==> config.mk <==
export PLATFORM = sky130hd
export DESIGN_NAME = interrupt_controller_flat
export DESIGN_NICKNAME = d
export VERILOG_FILES = /design/src/rtl/interrupt_controller_pkg.sv /design/src/rtl/interrupt_controller_if.sv /design/src/rtl/interrupt_controller_priority_encoder.sv /design/src/rtl/interrupt_controller.sv /design/src/flat_wrapper.sv
export SDC_FILE = /design/constraint.sdc
export NUM_CORES = 1
export LEC_CHECK = 0
export ABC_AREA = 1
export CORE_MARGIN = 2
export CORE_UTILIZATION = 42
export CTS_CLUSTER_DIAMETER = 200
export DETAILED_ROUTE_END_ITERATION = 6
export HOLD_SLACK_MARGIN = 0.02
export PLACE_DENSITY = 0.74
export SETUP_SLACK_MARGIN = 0.02
export SYNTH_ARGS = -nofsm -noshare
export SYNTH_HDL_FRONTEND = slang
export SYNTH_SLANG_ARGS = --single-unit
==> constraint.sdc <==
create_clock -name clk -period 1.3 [get_ports clk]
set_input_delay 0.26 -clock clk [delete_from_list [all_inputs] [get_ports clk]]
set_output_delay 0.26 -clock clk [all_outputs]
set_load 0.02 [all_outputs]
==> src/rtl/interrupt_controller_pkg.sv <==
// irq_pkg: shared state, source and cause definitions for the interrupt controller.
package irq_pkg;
    typedef enum logic [1:0] {IDLE, REQ, ACTIVE} state_e;
    localparam int SRC_SSW  = 0;
    localparam int SRC_MSW  = 1;
    localparam int SRC_STIM = 2;
    localparam int SRC_MTIM = 3;
    localparam int SRC_SEXT = 4;
    localparam int SRC_MEXT = 5;
    localparam logic [5:0] CAUSE_SSW         = 6'h01;
    localparam logic [5:0] CAUSE_MSW         = 6'h03;
    localparam logic [5:0] CAUSE_STIM        = 6'h05;
    localparam logic [5:0] CAUSE_MTIM        = 6'h07;
    localparam logic [5:0] CAUSE_SEXT        = 6'h09;
    localparam logic [5:0] CAUSE_MEXT        = 6'h0B;
    localparam logic [5:0] CAUSE_CUSTOM_BASE = 6'h10;
    localparam logic [5:0] CAUSE_NONE        = 6'h1F;
    // Standard sources use odd codes 2*i+1; custom ones count up from the custom base.
    function automatic logic [5:0] cause_of(int idx);
        return idx <= SRC_MEXT ? 6'(2 * idx + 1) : 6'(int'(CAUSE_CUSTOM_BASE) + idx - (SRC_MEXT + 1));
    endfunction
endpackage

==> src/rtl/interrupt_controller_if.sv <==
// irq_if: interrupt sources, CSR controls and trap handshake between controller and core.
interface irq_if #(parameter int NUM_SRC = 16, parameter int CODE_W = 6);
    logic [NUM_SRC-1:0] irq_in;
    logic [NUM_SRC-1:0] irq_en;
    logic               global_ie;
    logic [NUM_SRC-1:0] clr_pending;
    logic               trap_ack;
    logic               mret;
    logic               trap_req;
    logic [CODE_W-1:0]  trap_cause;
    logic [NUM_SRC-1:0] irq_pending;
    logic               busy;
    modport master (
        input  irq_in, irq_en, global_ie, clr_pending, trap_ack, mret,
        output trap_req, trap_cause, irq_pending, busy
    );
    modport slave (
        output irq_in, irq_en, global_ie, clr_pending, trap_ack, mret,
        input  trap_req, trap_cause, irq_pending, busy
    );
endinterface

==> src/rtl/interrupt_controller_priority_encoder.sv <==
// irq_priority_encoder: lowest qualified source index wins; yields its cause code.
module irq_priority_encoder
    import irq_pkg::*;
#(
    parameter int NUM_SRC = 16,
    parameter int CODE_W  = 6,
    parameter int IDX_W   = $clog2(NUM_SRC)
) (
    input  logic [NUM_SRC-1:0] qual_i,
    output logic [CODE_W-1:0]  cause_o,
    output logic [IDX_W-1:0]   idx_o,
    output logic               valid_o
);
    assign valid_o = |qual_i;
    always_comb begin
        cause_o = CODE_W'(CAUSE_NONE);
        idx_o   = '0;
        for (int i = NUM_SRC - 1; i >= 0; i--) begin
            if (qual_i[i]) begin
                cause_o = CODE_W'(cause_of(i));
                idx_o   = IDX_W'(i);
            end
        end
    end
endmodule

==> src/rtl/interrupt_controller.sv <==
// interrupt_controller: synchronises sources into mip, arbitrates by fixed priority
// and runs a non-nesting request/ack/mret sequence toward the core's trap entry.
module interrupt_controller
    import irq_pkg::*;
#(
    parameter int NUM_SRC     = 16,
    parameter int CODE_W      = 6,
    parameter int SYNC_STAGES = 2
) (
    input logic   clk,
    input logic   rst_n,
    irq_if.master bus
);
    localparam int IDX_W = $clog2(NUM_SRC);
    logic [SYNC_STAGES-1:0][NUM_SRC-1:0] sync_q;
    logic [NUM_SRC-1:0] hist_q, pend_q, pend_d, rise, qual, ack_clr;
    state_e             state_q, state_d;
    logic [CODE_W-1:0]  cause_q, cause_d, enc_cause;
    logic [IDX_W-1:0]   src_q, src_d, enc_idx;
    logic               enc_valid;

    irq_priority_encoder #(.NUM_SRC(NUM_SRC), .CODE_W(CODE_W)) u_enc (
        .qual_i (qual),
        .cause_o(enc_cause),
        .idx_o  (enc_idx),
        .valid_o(enc_valid)
    );

    assign rise    = sync_q[SYNC_STAGES-1] & ~hist_q;
    assign qual    = pend_q & bus.irq_en;
    assign ack_clr = (state_q == REQ && bus.trap_ack) ? NUM_SRC'(1) << src_q : '0;
    // A fresh edge beats both the ack clear and the software clear.
    assign pend_d  = rise | (pend_q & ~ack_clr & ~bus.clr_pending);

    always_comb begin
        state_d = state_q;
        cause_d = cause_q;
        src_d   = src_q;
        case (state_q)
            IDLE: if (bus.global_ie && enc_valid) begin
                state_d = REQ;
                cause_d = enc_cause;
                src_d   = enc_idx;
            end
            REQ:     state_d = bus.trap_ack ? ACTIVE : (!bus.global_ie ? IDLE : REQ);
            ACTIVE:  state_d = bus.mret ? IDLE : ACTIVE;
            default: state_d = IDLE;
        endcase
    end

    always_ff @(posedge clk or negedge rst_n) begin
        if (!rst_n) begin
            sync_q  <= '0;
            hist_q  <= '0;
            pend_q  <= '0;
            state_q <= IDLE;
            cause_q <= CODE_W'(CAUSE_NONE);
            src_q   <= '0;
        end else begin
            sync_q[0] <= bus.irq_in;
            for (int s = 1; s < SYNC_STAGES; s++) sync_q[s] <= sync_q[s-1];
            hist_q  <= sync_q[SYNC_STAGES-1];
            pend_q  <= pend_d;
            state_q <= state_d;
            cause_q <= cause_d;
            src_q   <= src_d;
        end
    end

    assign bus.trap_req    = state_q == REQ;
    assign bus.busy        = state_q != IDLE;
    assign bus.trap_cause  = state_q == IDLE ? enc_cause : cause_q;
    assign bus.irq_pending = pend_q;
endmodule

==> src/flat_wrapper.sv <==
// flat-port wrapper written by rule: the top's interface ports become plain ports
module interrupt_controller_flat import irq_pkg::*;
#(
    parameter int NUM_SRC     = 16,
    parameter int CODE_W      = 6,
    parameter int SYNC_STAGES = 2
)
  (clk, rst_n, bus_irq_in, bus_irq_en, bus_global_ie, bus_clr_pending, bus_trap_ack, bus_mret, bus_trap_req, bus_trap_cause, bus_irq_pending, bus_busy);
  irq_if #(.NUM_SRC(NUM_SRC), .CODE_W(CODE_W)) bus_i ();
  input logic clk;
  input logic rst_n;
  input wire logic [$bits(bus_i.irq_in)-1:0] bus_irq_in;
  input wire logic [$bits(bus_i.irq_en)-1:0] bus_irq_en;
  input wire logic [$bits(bus_i.global_ie)-1:0] bus_global_ie;
  input wire logic [$bits(bus_i.clr_pending)-1:0] bus_clr_pending;
  input wire logic [$bits(bus_i.trap_ack)-1:0] bus_trap_ack;
  input wire logic [$bits(bus_i.mret)-1:0] bus_mret;
  output wire logic [$bits(bus_i.trap_req)-1:0] bus_trap_req;
  output wire logic [$bits(bus_i.trap_cause)-1:0] bus_trap_cause;
  output wire logic [$bits(bus_i.irq_pending)-1:0] bus_irq_pending;
  output wire logic [$bits(bus_i.busy)-1:0] bus_busy;
  assign bus_i.irq_in = bus_irq_in;
  assign bus_i.irq_en = bus_irq_en;
  assign bus_i.global_ie = bus_global_ie;
  assign bus_i.clr_pending = bus_clr_pending;
  assign bus_i.trap_ack = bus_trap_ack;
  assign bus_i.mret = bus_mret;
  assign bus_trap_req = bus_i.trap_req;
  assign bus_trap_cause = bus_i.trap_cause;
  assign bus_irq_pending = bus_i.irq_pending;
  assign bus_busy = bus_i.busy;
  interrupt_controller #(.NUM_SRC(NUM_SRC), .CODE_W(CODE_W), .SYNC_STAGES(SYNC_STAGES)) u_core (.clk(clk), .rst_n(rst_n), .bus(bus_i));
endmodule
==> flow_summary.json, run 1 <==
{
  "slew_violations": 0,
  "run_status": "finished, violations left",
  "layout.nets": 481,
  "wl_per_cell_um": 19.1,
  "peakVddDrop_mv": 1.13,
  "rows": 29,
  "worst-setup-path-type": "reg -> out",
  "grt_overflow_total": 0,
  "worstPathRequired_ns": 1.04,
  "place_ws_ns": -1.13,
  "synth_ff_type": "dfrtp_1",
  "insertion_delay_ns": 0.36,
  "grt_pass1_vias": 2670,
  "startpoint_type": "flop",
  "finish.instance_area_um2": 5130,
  "vias": 2666,
  "netlist_area_um2": 2760,
  "ys_async_sr_fraction_pct": 100,
  "pin_count": 77,
  "yosysUniqueCellTypes": 29,
  "cts_buffers": 9,
  "reg2reg_depth": 12,
  "grt_usage_pct": 22.6,
  "drv_cap": 0,
  "min_path_type": "in -> reg",
  "seq_area_frac_synth_pct": 68.3,
  "grt_max_degree": 31,
  "fin_util_pct": 80.9,
  "yosysWarnings": 0,
  "synth_fp_nets": 308,
  "failed_checks": "negative setup slack",
  "timing.final.ws_setup_ns": -0.817,
  "die_y_um": 85.0,
  "core_region_area_um2": 6350,
  "place_congestion": 0.822,
  "setup_viol": 35,
  "ant_nets": 0,
  "cp.arrival_ns": 1.86,
  "cp-end-kind": "primary output",
  "power.density_nw_per_um2": 1510,
  "die_x_um": 85.0,
  "wl_um": 9730,
  "synth_edf_count": 0,
  "hold_viol": 0,
  "num_antenna_cells": 0,
  "hold_path_depth": 1,
  "start_util_pct": 43.4,
  "clock_skew_ns": 0.00775,
  "drc": 0,
  "clkTransAtPathRegs_ns": 0.08,
  "syn_to_final_growth_pct": 86.3,
  "clock_sinks": 75,
  "fin_crit_sh_pct": 163,
  "antenna_found_initial": 0,
  "grt_pass1_wl_um": 12500,
  "drtPass1Iterations": 4,
  "cts_tree": "yes",
  "syn_inst": 255,
  "min_period_ns": 2.12,
  "design.die.area_um2": 7230,
  "dp_hpwl_um": 5020,
  "drive_gt1_share_pct": 55.0,
  "dr.first_iter.drc_count": 166,
  "place_area_um2": 4140,
  "via_per_inst": 5.23,
  "p_leak_nw": 2.39,
  "fin_hold_ws_ns": 0.329,
  "fmax_mhz": 472,
  "htreeDepth": 3,
  "crit_fanout": 2,
  "grt_setup_unrepaired": "yes",
  "avgSynthCellArea_um2": 10.8,
  "ctsRootBufferMaster": "clkbuf_8",
  "numPortBuffers": 75,
  "cts_buffer_depth": 2,
  "synth_seq_cells": 75
}
kinds of logic after synthesis:
group / count (synthesis) / share of synthesized area, %
AOI/OAI and AO/OA: 52 / 11.0
buffers and inverters: 36 / 5.31
DFF: 75 / 68.3
other: 1 / 0.136
and+or+nand+nor: 91 / 15.2
per-layer routing:
layer / GRT usage, % / wire (µm)
met2: 37.5 / 4950
met1: 26.9 / 3710
met3: 7.30 / 580
met4: 10.5 / 488
met5: 0 / 0
stage by stage:
step | setup TNS [ns] | cells | power (mW)
2_1_floorplan | -1.53 | 255 | 3.78
3_3_place_gp | -15.69 | 460 | 4.78
3_5_place_dp | -16.05 | 460 | 4.83
4_1_cts | -7.14 | 502 | 7.21
5_1_grt | -10.75 | 510 | 8.10
6_report | -8.24 | 510 | 7.77
worst paths after layout:
check	slack, ns	endpoint	start
min reg2reg	0.35	u_core.sync_q[22]	u_core.sync_q[6]
max in group asynchronous	0.44	u_core.bus.irq_pending[14]	rst_n
max reg2reg	-0.43	u_core.src_q[0]	u_core.bus.irq_pending[9]
max	-0.82	bus_trap_cause[1]	u_core.bus.irq_pending[13]
min	0.33	u_core.sync_q[5]	bus_irq_in[5]
min in group asynchronous	0.36	u_core.sync_q[26]	rst_n
area by class of cell:
type                       count  area, µm²
sequential                    75       1900
timing repair buffer         164       1610
fill                         320       1210
multi-input combinational    144       1170
inverter                      34        143
clock buffer                  10        128
tap                           77       96.3
clock inverter                 6       90.1
state kept, by name (all words and copies together), names as in the netlist:
name	count
u_core.bus.irq_pending	16
u_core.hist_q	16
u_core.sync_q	32
u_core.src_q	4
u_core.state_q	2
u_core.cause_q	5
cell usage in the layout, fill, tap and decap left out, types with 4 or more instances in the layout:
master	instances
dfrtp_1	56
o21ai_2	20
o22ai_1	16
clkbuf_8	9
buf_6	60
a21oi_4	4
nand2_1	23
nor2_4	6
inv_1	26
clkdlybuf4s50_1	48
nand3_1	9
dfrtp_2	14
inv_2	4
buf_4	50
nand2_2	22
dfstp_2	5
nand2_4	15
nand3_2	4
critical path, cell delays in order, from the launching register on:
cell and delay (ns):
dfrtp_2 0.43, nand2_2 0.10, nand2_2 0.06, inv_2 0.05, nand2_2 0.06, nand2_2 0.08, nand2_2 0.06, nand2_2 0.08
nand2_2 0.05, nand2_1 0.07, nand2_1 0.08, nand2_1 0.09, nand2_2 0.06, nand3_2 0.06, nand2_2 0.05, buf_6 0.12
Yosys cell counts, types with 3 or more instances:
| master | number | area, µm² |
|---|---|---|
| inv_1 | 33 | 124 |
| o21ai_1 | 3 | 15.0 |
| o22ai_1 | 17 | 106 |
| nor2_1 | 5 | 18.8 |
| nand3_1 | 15 | 75.1 |
| nand2_1 | 57 | 214 |
| nand2_2 | 3 | 18.8 |
| o21ai_0 | 22 | 110 |
| a21oi_1 | 4 | 20.0 |
| dfstp_2 | 5 | 131 |
| dfrtp_1 | 70 | 1750 |
report_power, final:
part           internal, mW  switching (mW)  leakage [nW]
Combinational          1.42            1.51          1.42
Clock                  1.08           0.916         0.106
Sequential             2.64           0.208         0.868
repair_timing:
action                     in CTS  in global routing
gates cloned                    0                  0
buffers inserted               30                 22
pin swaps                      23                 35
setup endpoints to repair      49                 49
hold endpoints to repair       20                  0
hold buffers                    1                  0
gates resized for setup       212                 79
Power figures use the tool's default switching activity.
==> run 2: changes to the inputs <==
--- a/config.mk
+++ b/config.mk
@@ -5,13 +5,12 @@
 export SDC_FILE = /design/constraint.sdc
 export NUM_CORES = 1
 export LEC_CHECK = 0
-export ABC_AREA = 1
 export CORE_MARGIN = 2
-export CORE_UTILIZATION = 42
+export CORE_UTILIZATION = 43
 export CTS_CLUSTER_DIAMETER = 200
 export DETAILED_ROUTE_END_ITERATION = 6
 export HOLD_SLACK_MARGIN = 0.02
-export PLACE_DENSITY = 0.74
+export PLACE_DENSITY = 0.75
 export SETUP_SLACK_MARGIN = 0.02
 export SYNTH_ARGS = -nofsm -noshare
 export SYNTH_HDL_FRONTEND = slang
==> run 2 against run 1 <==
  * Design area decreased by 5.7%
  * Utilization is 5.0 points lower
  * Sequential share of layout area rose by 2.2 points
  * Maximum frequency grew 2.1%
  * Flip-flop and latch count unchanged
  * Routed wire length down 22%
  * Highest routed layer unchanged
  * Critical path type unchanged
  * Largest power group is now sequential cells
  * Sequential power hardly changed
  * Critical path depth shrank 8
  * First-iteration DRC count decreased by 29%
  * Clock-buffer cell count did not move
  * The flow still finishes with violations (negative setup slack)
==> flow_summary.json, run 2 <==
{
  "report.power.total_mw": 7.18,
  "cp.arrival_ns": 1.81,
  "wl_um": 7630,
  "clock_skew_ns": 0.00827,
  "highest_layer": "met4",
  "timing.final.ws_setup_ns": -0.773,
  "setup_viol": 38,
  "slowest_stage": "dfrtp_2",
  "avgSynthCellArea_um2": 11.8,
  "ant_nets": 0,
  "fmax_mhz": 482,
  "ys_top_cells_by_area": "dfrtp_1 61%, o21ai_0 5.3%, dfstp_2 4.6%",
  "slew_violations": 0,
  "fin_crit_sh_pct": 159,
  "startpoint_type": "flop",
  "run_status": "finished, violations left",
  "power.density_nw_per_um2": 1480,
  "fin_hold_ws_ns": 0.334,
  "grt_overflow_total": 0,
  "cp-end-kind": "primary output",
  "die_y_um": 85.4,
  "fill_cells": 404,
  "worstPathRequired_ns": 1.04,
  "clkTransAtPathRegs_ns": 0.08,
  "final.setup.tns_ns": -12.19,
  "grt_pass1_wl_um": 12100,
  "finish.instance_area_um2": 4840,
  "ys_async_sr_fraction_pct": 100,
  "failed_checks": "negative setup slack",
  "grt_usage_pct": 21.6,
  "yosysUniqueCellTypes": 40,
  "wl_met3_um": 383,
  "insertion_delay_ns": 0.35,
  "place_area_um2": 4130,
  "dp_hpwl_um": 5050,
  "syn_inst": 241,
  "fin_util_pct": 75.9,
  "synth_seq_cells": 75,
  "yosysMostFrequentCell": "dfrtp_1",
  "yosysWarnings": 0,
  "num_antenna_cells": 0,
  "ctsRootBufferMaster": "clkbuf_8",
  "max_flop_register": "u_core.sync_q",
  "crit_fanout": 4,
  "via_per_inst": 5.21,
  "min_path_type": "in -> reg",
  "grt_pass1_vias": 2528,
  "yosys.area.top_type_share_pct": 61.5,
  "start_util_pct": 44.6,
  "route.met2.wl_um": 3980,
  "cp_cell_sequence": "buf_4 -> buf_6 -> a22oi_2 -> nand3_1 -> a31oi_4 -> a21oi_2 -> buf_2",
  "die_x_um": 85.4,
  "netlist_top_cells_count": "70 x dfrtp_1, 30 x o21ai_0, 27 x nand2_1",
  "peakVddDrop_mv": 1.15,
  "cts_buffers": 9,
  "drt-met1-wl_um": 3040,
  "largest_reg_flops": 32,
  "clock_sinks": 75,
  "synth_edf_count": 0,
  "crit_family": "compound AO/OA/AOI/OAI gates",
  "layout.nets": 444,
  "seq_area_frac_synth_pct": 66.1,
  "core_region_area_um2": 6390,
  "antenna_found_initial": 0,
  "rows": 29,
  "p_leak_nw": 2.17,
  "layout_commonest_cell": "dfrtp_1",
  "cpPeakStageDelay_ns": 0.43,
  "wl_per_cell_um": 16.1,
  "pin_count": 77,
  "cts_tree": "yes",
  "min_period_ns": 2.07,
  "drive_gt1_share_pct": 46.0,
  "grt_max_degree": 76,
  "numPortBuffers": 75,
  "drtPass1Iterations": 4,
  "mostFrequentLayoutCells": "55 x dfrtp_1, 49 x buf_6, 48 x clkdlybuf4s50_1",
  "synth_ff_type": "dfrtp_1",
  "synth_fp_nets": 294,
  "dr.first_iter.drc_count": 118,
  "htreeDepth": 3,
  "drv_cap": 0,
  "place_congestion": 0.869,
  "cts_buffer_depth": 2,
  "hold_viol": 0,
  "syn_to_final_growth_pct": 70.0,
  "vias": 2463,
  "grt_setup_unrepaired": "yes",
  "yosysTopAreaCell": "dfrtp_1",
  "drc": 0,
  "netlist_area_um2": 2850,
  "worst-path-buf-inv": 3,
  "design.die.area_um2": 7300,
  "worst-setup-path-type": "reg -> out"
}
## run 2: what timing repair did
action / 4_1_cts / 5_1_grt
gates resized for setup: 209 / 41
pin swaps: 24 / 10
gates cloned: 1 / 0
hold endpoints to repair: 70 / 0
buffers inserted: 13 / 11
setup endpoints to repair: 49 / 49
hold buffers: 1 / 0
## run 2: metal layers
metal	up-vias	track usage, %
met4	0	11.1
met2	75	34.9
li1	1158	-
met1	1207	27.7
met3	23	4.47
met5	-	0
## run 2: logic make-up after synthesis
kind of cell,after synthesis,share of synthesized area [%]
other,1,0.132
AO/OA/AOI/OAI,74,17.7
flip-flops,75,66.1
buffers and inverters,30,4.70
AND/OR/NAND/NOR,61,11.4
## run 2: path summary, 6_finish.rpt
check                                     startpoint                        end  slack (ns)  cells after the start
min in group asynchronous                      rst_n           u_core.sync_q[0]        0.46                      3
hold reg to reg                    u_core.sync_q[11]          u_core.sync_q[27]        0.35                      0
max in group asynchronous                      rst_n          u_core.cause_q[0]        0.51                      3
hold / removal                        bus_irq_in[13]          u_core.sync_q[13]        0.33                      1
setup reg to reg                   u_core.state_q[1]  u_core.bus.irq_pending[0]       -0.43                      6
setup / recovery           u_core.bus.irq_pending[7]          bus_trap_cause[0]       -0.77                      7
## run 2: stage by stage
stage	worst slack, ns	instances
finish	-0.773	473
global route	-0.896	473
CTS	-0.719	470
detailed placement	-1.21	440
global placement	-1.18	440
floorplan	-0.413	241
## run 2: final cells by class
cell class / instances / area (µm²) / area share (%)
Tap cell: 77 / 96.3 / 1.99
Clock inverter: 6 / 62.6 / 1.29
Inverter: 25 / 98.8 / 2.04
Sequential cell: 75 / 1900 / 39.3
Timing Repair Buffer: 144 / 1430 / 29.4
Multi-Input combinational cell: 136 / 1120 / 23.1
Clock buffer: 10 / 138 / 2.84
## run 2: power breakdown
part | internal, mW | switching (mW) | total (mW)
Combinational | 1.30 | 1.20 | 2.51
Sequential | 2.64 | 0.229 | 2.87
Clock | 0.938 | 0.868 | 1.81
==> run 3: changes to the inputs <==
--- a/config.mk
+++ b/config.mk
@@ -5,6 +5,7 @@
 export SDC_FILE = /design/constraint.sdc
 export NUM_CORES = 1
 export LEC_CHECK = 0
+export CAP_MARGIN = 30
 export CORE_MARGIN = 2
 export CORE_UTILIZATION = 43
 export CTS_CLUSTER_DIAMETER = 200
@@ -12,6 +13,7 @@
 export HOLD_SLACK_MARGIN = 0.02
 export PLACE_DENSITY = 0.75
 export SETUP_SLACK_MARGIN = 0.02
+export SKIP_LAST_GASP = 1
 export SYNTH_ARGS = -nofsm -noshare
 export SYNTH_HDL_FRONTEND = slang
 export SYNTH_SLANG_ARGS = --single-unit
==> run 3 against run 2 <==
  * Clock power hardly changed
  * Sequential power hardly changed
  * Hold slack better by 0.00095 ns
  * Via count is 2.9% higher
  * Critical path depth is 1 lower
  * First-iteration DRC count is 61% higher
  * Maximum frequency is 4.4% lower
  * Clock-buffer cell count stayed put
  * Die area stayed put
  * The run still ends with negative setup slack left
==> flow_summary.json, run 3 (synthesis results as in run 2) <==
{
  "final.setup.tns_ns": -12.96,
  "timing.final.ws_setup_ns": -0.868,
  "drc": 0,
  "fin_crit_sh_pct": 167,
  "insertion_delay_ns": 0.36,
  "setup_viol": 41,
  "p_clk_share_pct": 25.0,
  "clock_sinks": 75,
  "report.power.total_mw": 7.22,
  "fill_cells": 395,
  "design.die.area_um2": 7300,
  "core_region_area_um2": 6390,
  "syn_to_final_growth_pct": 70.5,
  "startpoint_type": "flop",
  "run_status": "finished, violations left",
  "p_int_mw": 4.88,
  "pin_count": 77,
  "fin_util_pct": 76.1,
  "grt_usage_pct": 22.0,
  "worst-setup-path-type": "reg -> out",
  "numPortBuffers": 75,
  "drv_cap": 0,
  "slew_violations": 0,
  "via_per_inst": 5.37,
  "place_congestion": 0.869,
  "cpMostUsedCell": "o21ai_2",
  "max_flop_register": "u_core.sync_q",
  "rows": 29,
  "peakVddDrop_mv": 1.06,
  "cpPeakStageDelay_ns": 0.42,
  "worst-path-buf-inv": 1,
  "start_util_pct": 44.6,
  "p_leak_nw": 2.18,
  "dr.first_iter.drc_count": 190,
  "drive_gt1_share_pct": 45.8,
  "cp_cell_sequence": "a22oi_2 -> nand2_1 -> a311oi_2 -> o21ai_2 -> o21ai_2 -> buf_4",
  "dp_hpwl_um": 5050,
  "placed_cells": 440,
  "cp-end-kind": "primary output",
  "wl_per_cell_um": 17.4,
  "htreeDepth": 3,
  "power.density_nw_per_um2": 1490,
  "grt_pass1_vias": 2553,
  "grt_setup_unrepaired": "yes",
  "antenna_found_initial": 0,
  "mostFrequentLayoutCells": "55 x dfrtp_1, 48 x buf_6, 47 x clkdlybuf4s50_1",
  "power_frac_comb_pct": 35.1,
  "hold_viol": 0,
  "clkTransAtPathRegs_ns": 0.08,
  "place_ws_ns": -1.21,
  "p_seq_share_pct": 39.9,
  "p_switching_mw": 2.34,
  "fin_cells": 472,
  "power_switching_share_pct": 32.4,
  "num_antenna_cells": 0,
  "cts_buffers": 9,
  "min_path_type": "in -> reg",
  "fmax_mhz": 461,
  "cp.arrival_ns": 1.91,
  "grt_overflow_total": 0,
  "slowest_stage": "dfrtp_2",
  "layout_commonest_cell": "dfrtp_1",
  "crit_family": "compound AO/OA/AOI/OAI gates",
  "wl_um": 8230,
  "cts_buffer_depth": 2,
  "finish.instance_area_um2": 4860,
  "die_x_um": 85.4,
  "min_period_ns": 2.17,
  "layout.nets": 443,
  "ant_nets": 0,
  "die_y_um": 85.4,
  "worstPathRequired_ns": 1.04,
  "clock_skew_ns": 0.00789,
  "cts_tree": "yes",
  "vias": 2535,
  "fin_hold_ws_ns": 0.335,
  "failed_checks": "negative setup slack",
  "crit_fanout": 3,
  "largest_reg_flops": 32,
  "drtPass1Iterations": 4,
  "grt_pass1_wl_um": 12300,
  "grt_max_degree": 76,
  "ctsRootBufferMaster": "clkbuf_8",
  "place_area_um2": 4130
}
[run 3: cell types whose count changed in the layout (fill, tap and decap cells not counted), moves of 2 or more]
cell     delta
a22o_1      -2
a21oi_1     +2
a21oi_2     -2
a22o_4      +2
[run 3: final timing paths]
path / startpoint / slack, ns / cells after the start / to
min in group asynchronous: rst_n / 0.46 / 3 / u_core.sync_q[0]
max reg2reg: u_core.bus.irq_pending[11] / -0.47 / 7 / u_core.src_q[0]
max in group asynchronous: rst_n / 0.50 / 3 / u_core.cause_q[0]
min reg2reg: u_core.sync_q[0] / 0.35 / 0 / u_core.sync_q[16]
min: bus_irq_in[13] / 0.34 / 1 / u_core.sync_q[13]
max: u_core.bus.irq_pending[7] / -0.87 / 6 / bus_trap_cause[2]
[run 3: worst register-to-register path, delay by kind of cell, from the launching register on]
family	cells	cell delay (ns)
flip-flops	1	0.42
buffers and inverters	2	0.26
AND/OR/NAND/NOR	1	0.16
AO/OA/AOI/OAI	4	0.82
[run 3: per-layer routing]
metal / routed length (µm) / part of all wire (%) / GRT usage, % / vias to the layer above
met2: 4330 / 53 / 36.0 / 96
li1: - / - / - / 1151
met1: 3240 / 39 / 27.6 / 1264
met4: 248 / 3.0 / 12.0 / 0
met5: 0 / 0 / 0 / -
met3: 409 / 5.0 / 4.47 / 24
[run 3: area by class of cell]
cell class,instances,area (µm²),share of cell area [%]
repair buffers,143,1420,29.2
flip-flops and latches,75,1900,39.1
inverters,25,98.8,2.03
clock inverters,6,62.6,1.29
well taps,77,96.3,1.98
clock buffers,10,138,2.83
multi-input cells,136,1140,23.6
[run 3: power by group through the flow]
stage | clock network [mW] | logic, mW | registers (mW)
global placement | 0 | 1.76 | 2.85
floorplan | 0 | 0.827 | 2.87
finish | 1.80 | 2.53 | 2.88
global route | 1.94 | 2.69 | 2.91
detailed placement | 0 | 1.79 | 2.86
CTS | 1.83 | 2.20 | 2.85
[run 3: repair_timing]
item                                    CTS  global route
resized for setup                       203            45
gates cloned                              1             0
buffers inserted                         13             8
pin swaps                                24            14
endpoints found under the hold margin    70             0
endpoints found under the setup margin   49            49
hold buffers                              1             0
